[config.mk]
export PLATFORM = sky130hd
export DESIGN_NAME = time_display_mux
export DESIGN_NICKNAME = d
export VERILOG_FILES = /design/src/rtl/time_display_mux.sv
export SDC_FILE = /design/constraint.sdc
export NUM_CORES = 1
export LEC_CHECK = 0
export CAP_MARGIN = 20
export CORE_UTILIZATION = 52
export CTS_CLUSTER_SIZE = 40
export DETAILED_ROUTE_END_ITERATION = 8
export HOLD_SLACK_MARGIN = 0.03
export PLACE_DENSITY = 0.7
export SLEW_MARGIN = 20
export SYNTH_ARGS = -nofsm -noshare
export SYNTH_HDL_FRONTEND = slang
export SYNTH_SLANG_ARGS = --single-unit
[constraint.sdc]
create_clock -name kh_clk -period 5.5 [get_ports kh_clk]
set_input_delay 1.1 -clock kh_clk [delete_from_list [all_inputs] [get_ports kh_clk]]
set_output_delay 1.1 -clock kh_clk [all_outputs]
set_load 0.02 [all_outputs]
[src/rtl/time_display_mux.sv]
// Purpose : converts a packed 24-hour time into four 7-segment digits and scans them.
// Latency : 21 kh_clk edges from the capture edge to the display-register update; a new capture every 22 edges.
// Backpres: none; the converter free-runs and the scan reads whatever display value was last loaded.
//
// Ports
//   kh_clk    - 1 kHz clock, rising edge
//   reset     - asynchronous active-high reset
//   disp_time - {hr[26:22], min[21:16], sec[15:10], ms[9:0]}, binary
//   view_sel  - 0: HH.MM, 1: SS.mm (seconds, ms hundreds, ms tens)
//   an        - active-low digit enables, an[0] is the rightmost digit
//   seg       - active-low segments {g,f,e,d,c,b,a}
//   dp        - active-low decimal point
//   busy      - high while a conversion is in flight
module time_display_mux #(
    parameter int unsigned DIG_PERIOD = 1
) (
    input  logic        kh_clk,
    input  logic        reset,
    input  logic [26:0] disp_time,
    input  logic        view_sel,
    output logic [3:0]  an,
    output logic [6:0]  seg,
    output logic        dp,
    output logic        busy
);

    // ------------------------------------------------------------------
    // Constants and helpers
    // ------------------------------------------------------------------
    localparam logic [7:0] TICK_LAST = 8'(DIG_PERIOD - 1);
    localparam logic [3:0] LAST_STEP = 4'd9;   // 10 shift/add-3 steps per field
    localparam logic [3:0] DASH_CODE = 4'hF;   // non-decimal digit code renders as a dash

    typedef enum logic [1:0] {
        IDLE,
        CONV_A,
        CONV_B,
        UPDATE
    } state_t;

    function automatic logic [3:0] add3(input logic [3:0] n);
        return (n >= 4'd5) ? (n + 4'd3) : n;
    endfunction

    function automatic logic [6:0] seg_code(input logic [3:0] d);
        logic [6:0] s;
        case (d)
            4'd0:    s = 7'b1000000;
            4'd1:    s = 7'b1111001;
            4'd2:    s = 7'b0100100;
            4'd3:    s = 7'b0110000;
            4'd4:    s = 7'b0011001;
            4'd5:    s = 7'b0010010;
            4'd6:    s = 7'b0000010;
            4'd7:    s = 7'b1111000;
            4'd8:    s = 7'b0000000;
            4'd9:    s = 7'b0010000;
            default: s = 7'b0111111;
        endcase
        return s;
    endfunction

    // ------------------------------------------------------------------
    // Converter state
    // ------------------------------------------------------------------
    state_t      r_state;
    logic [26:0] r_snap_time;
    logic        r_snap_view;
    logic [9:0]  r_bin;       // binary field being shifted out MSB first
    logic [11:0] r_bcd;       // BCD accumulator {hundreds, tens, units}
    logic [3:0]  r_step;
    logic [7:0]  r_bcd_a;     // field A result; hr/sec never exceed two digits
    logic [15:0] r_disp;      // {d3,d2,d1,d0}
    logic        r_disp_vld;

    logic [9:0]  w_cap_field_a;
    logic [9:0]  w_field_b;
    logic [11:0] w_bcd_next;
    logic        w_snap_ok;
    logic [15:0] w_digits;

    // Field A is taken straight from the inputs on the capture edge so the
    // first shift step can start on the very next edge.
    assign w_cap_field_a = view_sel ? {4'd0, disp_time[15:10]}
                                    : {5'd0, disp_time[26:22]};

    assign w_field_b = r_snap_view ? r_snap_time[9:0]
                                   : {4'd0, r_snap_time[21:16]};

    // One double-dabble step: add 3 to any nibble >= 5, then shift left
    // pulling in the next binary bit. The hundreds nibble is never adjusted:
    // before the final shift it holds at most 4 for any input <= 999, and
    // larger inputs are out of range and replaced by dashes anyway.
    assign w_bcd_next = {r_bcd[10:8], add3(r_bcd[7:4]), add3(r_bcd[3:0]), r_bin[9]};

    assign w_snap_ok = (r_snap_time[26:22] < 5'd24)  &&
                       (r_snap_time[21:16] < 6'd60)  &&
                       (r_snap_time[15:10] < 6'd60)  &&
                       (r_snap_time[9:0]   < 10'd1000);

    // View 1 shows ms hundreds and tens, dropping the ms units digit.
    assign w_digits = r_snap_view ? {r_bcd_a, r_bcd[11:4]}
                                  : {r_bcd_a, r_bcd[7:0]};

    always_ff @(posedge kh_clk or posedge reset) begin
        if (reset) begin
            r_state     <= IDLE;
            busy        <= 1'b0;
            r_snap_time <= '0;
            r_snap_view <= 1'b0;
            r_bin       <= '0;
            r_bcd       <= '0;
            r_step      <= '0;
            r_bcd_a     <= '0;
            r_disp      <= '0;
            r_disp_vld  <= 1'b1;
        end else begin
            case (r_state)
                IDLE: begin
                    r_snap_time <= disp_time;
                    r_snap_view <= view_sel;
                    r_bin       <= w_cap_field_a;
                    r_bcd       <= '0;
                    r_step      <= '0;
                    r_state     <= CONV_A;
                    busy        <= 1'b1;
                end

                CONV_A: begin
                    if (r_step == LAST_STEP) begin
                        // Field A complete: park it and preload field B.
                        r_bcd_a <= w_bcd_next[7:0];
                        r_bin   <= w_field_b;
                        r_bcd   <= '0;
                        r_step  <= '0;
                        r_state <= CONV_B;
                    end else begin
                        r_bcd  <= w_bcd_next;
                        r_bin  <= r_bin << 1;
                        r_step <= r_step + 4'd1;
                    end
                end

                CONV_B: begin
                    r_bcd <= w_bcd_next;
                    r_bin <= r_bin << 1;
                    if (r_step == LAST_STEP) begin
                        r_step  <= '0;
                        r_state <= UPDATE;
                    end else begin
                        r_step <= r_step + 4'd1;
                    end
                end

                UPDATE: begin
                    if (w_snap_ok) begin
                        r_disp     <= w_digits;
                        r_disp_vld <= 1'b1;
                    end else begin
                        r_disp     <= {4{DASH_CODE}};
                        r_disp_vld <= 1'b0;
                    end
                    r_state <= IDLE;
                    busy    <= 1'b0;
                end

                default: begin
                    r_state <= IDLE;
                    busy    <= 1'b0;
                end
            endcase
        end
    end

    // ------------------------------------------------------------------
    // Digit scan
    // ------------------------------------------------------------------
    logic [7:0] r_tick;
    logic [1:0] r_idx;

    logic       w_tick_wrap;
    logic [1:0] w_idx_next;
    logic [3:0] w_digit;

    assign w_tick_wrap = (r_tick == TICK_LAST);
    assign w_idx_next  = r_idx + 2'd1;

    always_comb begin
        w_digit = r_disp[3:0];
        case (w_idx_next)
            2'd0: w_digit = r_disp[3:0];
            2'd1: w_digit = r_disp[7:4];
            2'd2: w_digit = r_disp[11:8];
            2'd3: w_digit = r_disp[15:12];
            default: w_digit = r_disp[3:0];
        endcase
    end

    // Outputs load only when the index advances, reading r_disp before any
    // same-edge update, so a fresh display value appears from the next advance.
    always_ff @(posedge kh_clk or posedge reset) begin
        if (reset) begin
            r_tick <= '0;
            r_idx  <= 2'd3;
            an     <= 4'b1111;
            seg    <= 7'b1111111;
            dp     <= 1'b1;
        end else if (w_tick_wrap) begin
            r_tick <= '0;
            r_idx  <= w_idx_next;
            an     <= ~(4'b0001 << w_idx_next);
            seg    <= seg_code(w_digit);
            dp     <= ~((w_idx_next == 2'd2) && r_disp_vld);
        end else begin
            r_tick <= r_tick + 8'd1;
        end
    end

endmodule

Yosys cells after proc, flatten, opt, wreduce, memory -nomap -nowiden
Memories as Yosys holds them, arrays and structs flattened. A register that Yosys moved wholly into a read port is not among the register bits.
Cells that the tools add are included.
{ "word_totals": {"register_bits": 97, "romBits": 112, "output_inout_bits": 13, "n_memories": 1} }
{ "mem_list": {"columns": ["memory", "depth", "width", "read_ports", "rd_ports_with_merged_regs", "wr", "line", "text"], "rows": [
  ["(no name shown)", 16, 7, 1, 1, 0, "47", "case (d)"]
]} }
{ "classes": {"addsub": 5, "magnitude_cmp": 6, "n_eq_ne": 9, "shifts": 1, "muxes": 19, "bitwise": 2, "reduce_logical": 13} }
{ "ops": {"columns": ["operator", "n"], "rows": [
  ["$pmux W12 S3", 1],
  ["$pmux W10 S3", 1],
  ["$mux W10", 2],
  ["$mux W16", 1],
  ["$mux W8", 2],
  ["$pmux W4 S4", 1],
  ["$lt A6 B6 Y1 const B", 2],
  ["$mux W12", 1],
  ["$mux W4", 3],
  ["$lt A10 B10 Y1 const B", 1],
  ["$add A4 B2 Y4 const B", 2],
  ["$add A8 B1 Y8 const B", 1],
  ["$eq A2 B2 Y1 const B", 4],
  ["$ge A4 B3 Y1 const B", 2],
  ["$logic_not A8 Y1", 1],
  ["$pmux W2 S4", 1],
  ["$pmux W4 S2", 1],
  ["$mux W6", 1],
  ["$lt A5 B5 Y1 const B", 1],
  ["$add A4 B1 Y4 const B", 1],
  ["$eq A2 B1 Y1 const B", 2],
  ["$eq A4 B4 Y1 const B", 1],
  ["$logic_and A1 B1 Y1", 4],
  ["$logic_not A2 Y1", 2],
  ["other kinds (12)", 16]
]} }

Logic depth before layout (Yosys ltp)
Gate-level depths: netlist (run 1).
{ "logic_depth": {"word_depth": 5, "ltp_mapped": 9, "depth_no_buf": 9} }

Worst setup path before layout (run 1)
OpenSTA, ideal clock, no wires.
{ "synth_path": {"path_type": "input to register", "from": "input view_sel", "to": "register r_bin[2]", "arrival_ps": 2037, "t_required_ps": 5369, "slack_ps": 3331, "path_stages": 4, "path_cell_list": "clkbuf_1 -> mux2_2 -> a222oi_1 -> nand2_1"} }
{ "synth_between": {"elab_chain_cells": 2} }
{ "synth_lines": {"columns": ["element", "line", "text"], "rows": [
  ["from (decl)", "20", "input logic view_sel,"],
  ["$mux W6", "84", "assign w_cap_field_a = view_sel ? {4'd0, disp_time[15:10]}"],
  ["$pmux W10 S3", "118", "case (r_state)"],
  ["to (signal assigned)", "122", "r_bin <= w_cap_field_a;"],
  ["to (signal assigned)", "133", "r_bin <= w_field_b;"],
  ["to (signal assigned)", "139", "r_bin <= r_bin << 1;"],
  ["to (decl)", "69", "logic [9:0] r_bin;"]
]} }
No other way between the ends.
A chain may end at the register's enable or synchronous reset.

Worst setup path in the final report (run 1)
{ "layout_path": {"from": "register seg[3]", "to": "output seg[3]"} }
{ "layout_rtl": {"columns": ["element", "line", "text"], "rows": [
  ["from (decl)", "22", "output logic [6:0] seg,"]
]} }
No word-level cell between the ends.

==> results of run 1 <==
==> metal layers <==
| metal | share of wire, % | GRT usage [%] | wire (um) |
|---|---|---|---|
| met1 | 48 | 30.5 | 4500 |
| met2 | 46 | 32.8 | 4250 |
| met3 | 4.3 | 4.39 | 403 |
| met4 | 1.7 | 7.46 | 155 |
| met5 | 0 | 0 | 0 |
==> synthesized netlist by cell type, types with 4 or more instances <==
cell type and n:
inv_1 23, nor2_1 24, a32oi_1 4, ha_1 21, mux2_2 40, a21o_1 4, xnor2_1 8, nand2_1 48
o21ai_0 32, o22a_1 10, nand2b_1 6, clkbuf_1 12, dfstp_2 15, a222oi_1 8, dfrtp_1 84, mux2i_1 13
a22o_1 8, a21oi_1 17
==> layout make-up <==
class / instances / area [sq um] / area share [%]
clock buffers: 10 / 138 / 2.52
clock inverters: 6 / 113 / 2.06
inverters: 23 / 88.8 / 1.62
multi-input cells: 281 / 2050 / 37.5
flip-flops and latches: 99 / 2500 / 45.6
well taps: 108 / 135 / 2.47
repair buffers: 46 / 450 / 8.24
==> power groups by stage <==
stage | sequential (mW) | combinational [mW] | clock (mW)
finish | 0.868 | 0.250 | 0.570
floorplan | 0.898 | 0.130 | 0
CTS | 0.868 | 0.253 | 0.582
global placement | 0.880 | 0.246 | 0
global route | 0.878 | 0.278 | 0.607
detailed placement | 0.882 | 0.252 | 0
==> path summary, 6_finish.rpt <==
path	from	to	cells after the start
worst max-delay path	seg[3]$_DFFE_PP1N_	seg[3]	1
worst min-delay path	r_disp_vld$_DFFE_PP1N_	r_disp_vld$_DFFE_PP1N_	2
worst max register to register	r_state[1]$_DFFE_PP0P_	r_bin[9]$_DFFE_PP0P_	6
worst min register to register	r_disp_vld$_DFFE_PP1N_	r_disp_vld$_DFFE_PP1N_	2
max in group asynchronous	reset	r_disp_vld$_DFFE_PP1N_	3
min in group asynchronous	reset	r_snap_time[18]$_DFFE_PP0N_	2
==> registers in the layout (all words and copies together) (netlist names) <==
register and count:
an 4, busy 1, dp 1, r_bcd 12
r_bcd_a 8, r_bin 10, r_disp 16, r_disp_vld 1
r_idx 2, r_snap_time 22, r_snap_view 1, r_state 2
r_step 4, r_tick 8, seg 7
==> worst min-delay path, delay by kind of cell, from the launching register on <==
kind,cells,cell delay (ps)
AOI/OAI and AO/OA,1,60
buffers and inverters,1,40
DFF,1,380
==> stage by stage <==
step	util, %	power, mW	hold WS [ps]
after detailed placement	59.8	1.13	466
final	62.7	1.69	476
after global routing	62.7	1.76	506
after floorplan	-	1.03	440
after CTS	62.7	1.70	479
after global placement	59.8	1.13	457
==> kinds of logic (layout without fill, tap and decap cells) <==
kind of cell | Yosys count | count (layout) | synth area share (%)
and+or+nand+nor | 102 | 102 | 10.0
muxes | 54 | 54 | 12.7
adders and majority gates | 21 | 21 | 5.59
xor gates and xnor gates | 9 | 9 | 1.68
DFF | 99 | 99 | 53.1
AOI/OAI and AO/OA | 95 | 95 | 13.6
buffers and inverters | 41 | 85 | 3.35
==> flow_summary.json, run 1 <==
{
  "final_common_cell": "dfrtp_1",
  "avgSynthCellArea_sq_um": 11.2,
  "powerDensity_nw_per_um2": 309,
  "crit_fanout": 2,
  "postRouteAntennaNets": 0,
  "yosys_register_bits": 99,
  "mostFrequentLayoutCells": "dfrtp_1 (84), nand2_1 (48), clkdlybuf4s50_1 (42)",
  "ir_drop_mv": 0.178,
  "fin_area_sq_um": 5470,
  "async_flop_share_pct": 100,
  "cts_hold_buf": 0,
  "grt_pass1_wl_um": 16100,
  "syn_area_sq_um": 4700,
  "hold_viol": 0,
  "yosysTopAreaCellShare_pct": 44.7,
  "cpMaxStageDelayCell": "clkdlybuf4s50_1",
  "setup-tns-final_ps": 0,
  "cts_root_buf": "clkbuf_8",
  "diodes": 0,
  "p_int_mw": 1.27,
  "cts_tree": "done",
  "path_buf_inv": 1,
  "worstSetupPathType": "flop to primary output",
  "clk_latency_ps": 370,
  "worstSetupStartpointType": "flop",
  "rsz0062_at_grt": "false",
  "drive_above_1_share_pct": 17.2,
  "fin_crit_sh_pct": 47.5,
  "routed_via_density": 5.58,
  "antenna_found_initial": 0,
  "final_cells": 573,
  "die_h_um": 97.1,
  "combPwrFrac_pct": 14.8,
  "syn_to_final_growth_pct": 16.4,
  "path_cells": "clkdlybuf4s50_1",
  "endpoint_kind": "primary output",
  "maxCapViolations": 0,
  "cts_setup_buffers": 0,
  "fillerInstances": 702,
  "slew_violations": 0,
  "worst_pin_slew_ps": 839,
  "ys_seq_area_share_pct": 53.1,
  "clkTransAtPathRegs_ps": 90,
  "port_buffers": 42,
  "maxSlewHeadroom_pct": 44.0,
  "routedWlPerCell_um": 16.2,
  "syn_nets": 472,
  "setup_ws_ps": 2890,
  "fin_skew_ps": 13.7,
  "status": "completed",
  "dp.cells": 557,
  "period_minus_slack_ps": 2610,
  "ioPinCount": 43,
  "ff2ff_setup_slack_ps": 3110,
  "synth_cells": 421,
  "cts.htree.levels": 3,
  "drt-total-wl_um": 9310,
  "dr.first_iter.drc_count": 145,
  "switching_share_pct": 25.0,
  "synth_ff_type": "dfrtp_1",
  "core_sq_um": 8720,
  "dp_hpwl_um": 6560,
  "start_util_pct": 53.9,
  "die-area_sq_um": 9420,
  "crit_required_ps": 4400,
  "gp_congestion": 0.797,
  "die_w_um": 97.1,
  "postCtsResizedCells": 0,
  "via_count": 3196,
  "synth_warnings": 0,
  "crit_family": "buffers and inverters",
  "cp_slowest_stage_delay_ps": 600,
  "drc": 0,
  "grt_overflow_total": 0,
  "finalSetupViolations": 0,
  "synth_area_leader_cell": "dfrtp_1",
  "synth_area_leaders": "dfrtp_1 (45%), mux2_2 (9.6%), dfstp_2 (8.4%), ha_1 (5.6%), nand2_1 (3.8%)",
  "ctsLongestPathBuffers": 2,
  "max_freq_mhz": 383,
  "synth_edf_count": 0,
  "yosysUniqueCellTypes": 43,
  "p_seq_share_pct": 51.4,
  "place_ws_ps": 2810,
  "hp-class": "flop to flop",
  "rows": 34,
  "cp.arrival_ps": 1510,
  "grtUsageTotal_pct": 21.4,
  "p_clk_share_pct": 33.8,
  "first_pass_iters": 5,
  "power_leakage_nw": 2.43,
  "grt_max_degree": 70,
  "numCtsBuffers": 9,
  "post_dp_cell_area_sq_um": 5220,
  "nets": 511,
  "net-switching-power_mw": 0.422,
  "clock-sinks": 99,
  "first_global_vias": 3301
}
Power figures use the tool's default switching activity.
==> run 2: changes to the inputs <==
Settings changed: PLACE_DENSITY 0.7 to 0.73.
Clock period 5.5 ns to 2.25 ns, I/O delays scaled along.
==> run 2 against run 1 <==
  * Design area up 0.89%
  * Power rose by 130%
  * Via count increased by 2.1%
  * Combinational power rose to 2.6 times the previous value
  * Die area did not move
  * Largest power group unchanged
==> flow_summary.json, run 2 (synthesized netlist as in run 1, its figures left out) <==
{
  "period_minus_slack_ps": 2190,
  "clock-sinks": 99,
  "power_leakage_nw": 2.44,
  "cts.htree.levels": 3,
  "die-area_sq_um": 9420,
  "fin_skew_ps": 13.9,
  "hp-class": "flop to flop",
  "postRouteAntennaNets": 0,
  "fin_crit_sh_pct": 97.3,
  "hold_viol": 0,
  "largest_reg_flops": 22,
  "port_buffers": 42,
  "antenna_found_initial": 0,
  "reg.largest.list": "r_snap_time (22), r_disp (16), r_bcd (12)",
  "cts_hold_buf": 0,
  "core_sq_um": 8720,
  "cts_tree": "done",
  "drive_above_1_share_pct": 20.0,
  "worst_r2r_path_depth": 8,
  "start_util_pct": 53.9,
  "endpoint_kind": "flop",
  "via_count": 3263,
  "maxCapViolations": 0,
  "nets": 520,
  "setup-tns-final_ps": 0,
  "grt_overflow_total": 0,
  "powerDensity_nw_per_um2": 690,
  "status": "completed",
  "drt-total-wl_um": 9200,
  "numCtsBuffers": 9,
  "max_freq_mhz": 457,
  "mostFrequentLayoutCells": "dfrtp_1 (84), nand2_1 (48), clkdlybuf4s50_1 (42)",
  "grt_max_degree": 100,
  "syn_to_final_growth_pct": 17.4,
  "ioPinCount": 43,
  "drc": 0,
  "setup_ws_ps": 61.0,
  "ctsLongestPathBuffers": 2,
  "post_dp_cell_area_sq_um": 5280,
  "ir_drop_mv": 0.354,
  "maxSlewHeadroom_pct": 62.9,
  "crit_required_ps": 2550,
  "place_ws_ps": 11.4,
  "first_global_vias": 3158,
  "cp.arrival_ps": 2480,
  "hold_depth": 2,
  "fin_area_sq_um": 5520,
  "die_h_um": 97.1,
  "finalSetupViolations": 0,
  "routed_via_density": 5.61,
  "rows": 34,
  "worst_pin_slew_ps": 555,
  "worstSetupPathType": "flop to flop",
  "grt_pass1_wl_um": 15400,
  "holdWs_ps": 479,
  "final_common_cell": "dfrtp_1",
  "gp_congestion": 0.835,
  "diodes": 0,
  "clkTransAtPathRegs_ps": 90,
  "clk_latency_ps": 360,
  "routedWlPerCell_um": 15.8,
  "worstSetupStartpointType": "flop",
  "grtUsageTotal_pct": 20.4,
  "cts_root_buf": "clkbuf_8",
  "dp_hpwl_um": 6620,
  "largest_register": "r_snap_time",
  "slew_violations": 0,
  "dr.first_iter.drc_count": 230,
  "crit_fanout": 6,
  "die_w_um": 97.1,
  "first_pass_iters": 8
}
==> run 2: metrics by stage <==
stage	util [%]	power, mW	std cells
after CTS	62.6	3.82	579
after global placement	60.5	2.78	563
final	63.3	3.80	582
after floorplan	-	2.51	421
after detailed placement	60.5	2.80	563
after global routing	63.3	3.99	582
==> run 2: layer usage <==
metal	track usage, %	share of wire, %	up-vias
met5	0	0	-
met4	4.59	0.75	0
met3	4.75	3.9	8
met2	32.1	48	58
met1	28.9	47	1609
li1	-	-	1588
==> run 2: final timing paths <==
kind,startpoint,endpoint,slack [ps]
worst max register to register,r_idx[0]$_DFFE_PP1N_,seg[3]$_DFFE_PP1N_,60
worst max-delay path,r_idx[0]$_DFFE_PP1N_,seg[3]$_DFFE_PP1N_,60
min in group asynchronous,reset,r_snap_time[12]$_DFFE_PP0N_,570
worst min register to register,seg[4]$_DFFE_PP1N_,seg[4]$_DFFE_PP1N_,480
worst min-delay path,seg[4]$_DFFE_PP1N_,seg[4]$_DFFE_PP1N_,480
max in group asynchronous,reset,r_idx[0]$_DFFE_PP1N_,1270
==> run 2: report_power, final <==
group | leakage, nW | total [mW] | internal (mW) | switching [mW]
Clock | 0.0900 | 1.02 | 0.410 | 0.611
Sequential | 1.20 | 2.12 | 2.01 | 0.116
Combinational | 1.16 | 0.662 | 0.352 | 0.310
Total | 2.44 | 3.80 | 2.77 | 1.04
==> run 2: cell type report <==
type / instances / area, sq um
clock buffer: 9 / 124
clock inverter: 7 / 52.6
fill: 678 / 3200
inverter: 23 / 92.6
multi-input combinational: 281 / 2090
sequential: 99 / 2500
tap: 108 / 135
timing repair buffer: 55 / 531
==> run 2: worst max-delay path: stages (launching register included) <==
cell and delay [ps]:
dfstp_2 540, inv_1 100, ha_4 200, buf_4 130
a222oi_1 340, mux2i_1 150, nand2b_4 200, mux2_4 310
o22a_1 180
==> run 2: timing repair <==
item                       CTS  global route
pin swaps                    0             4
setup buffers                0             3
setup endpoints to repair    1             6
resized for setup            1            12
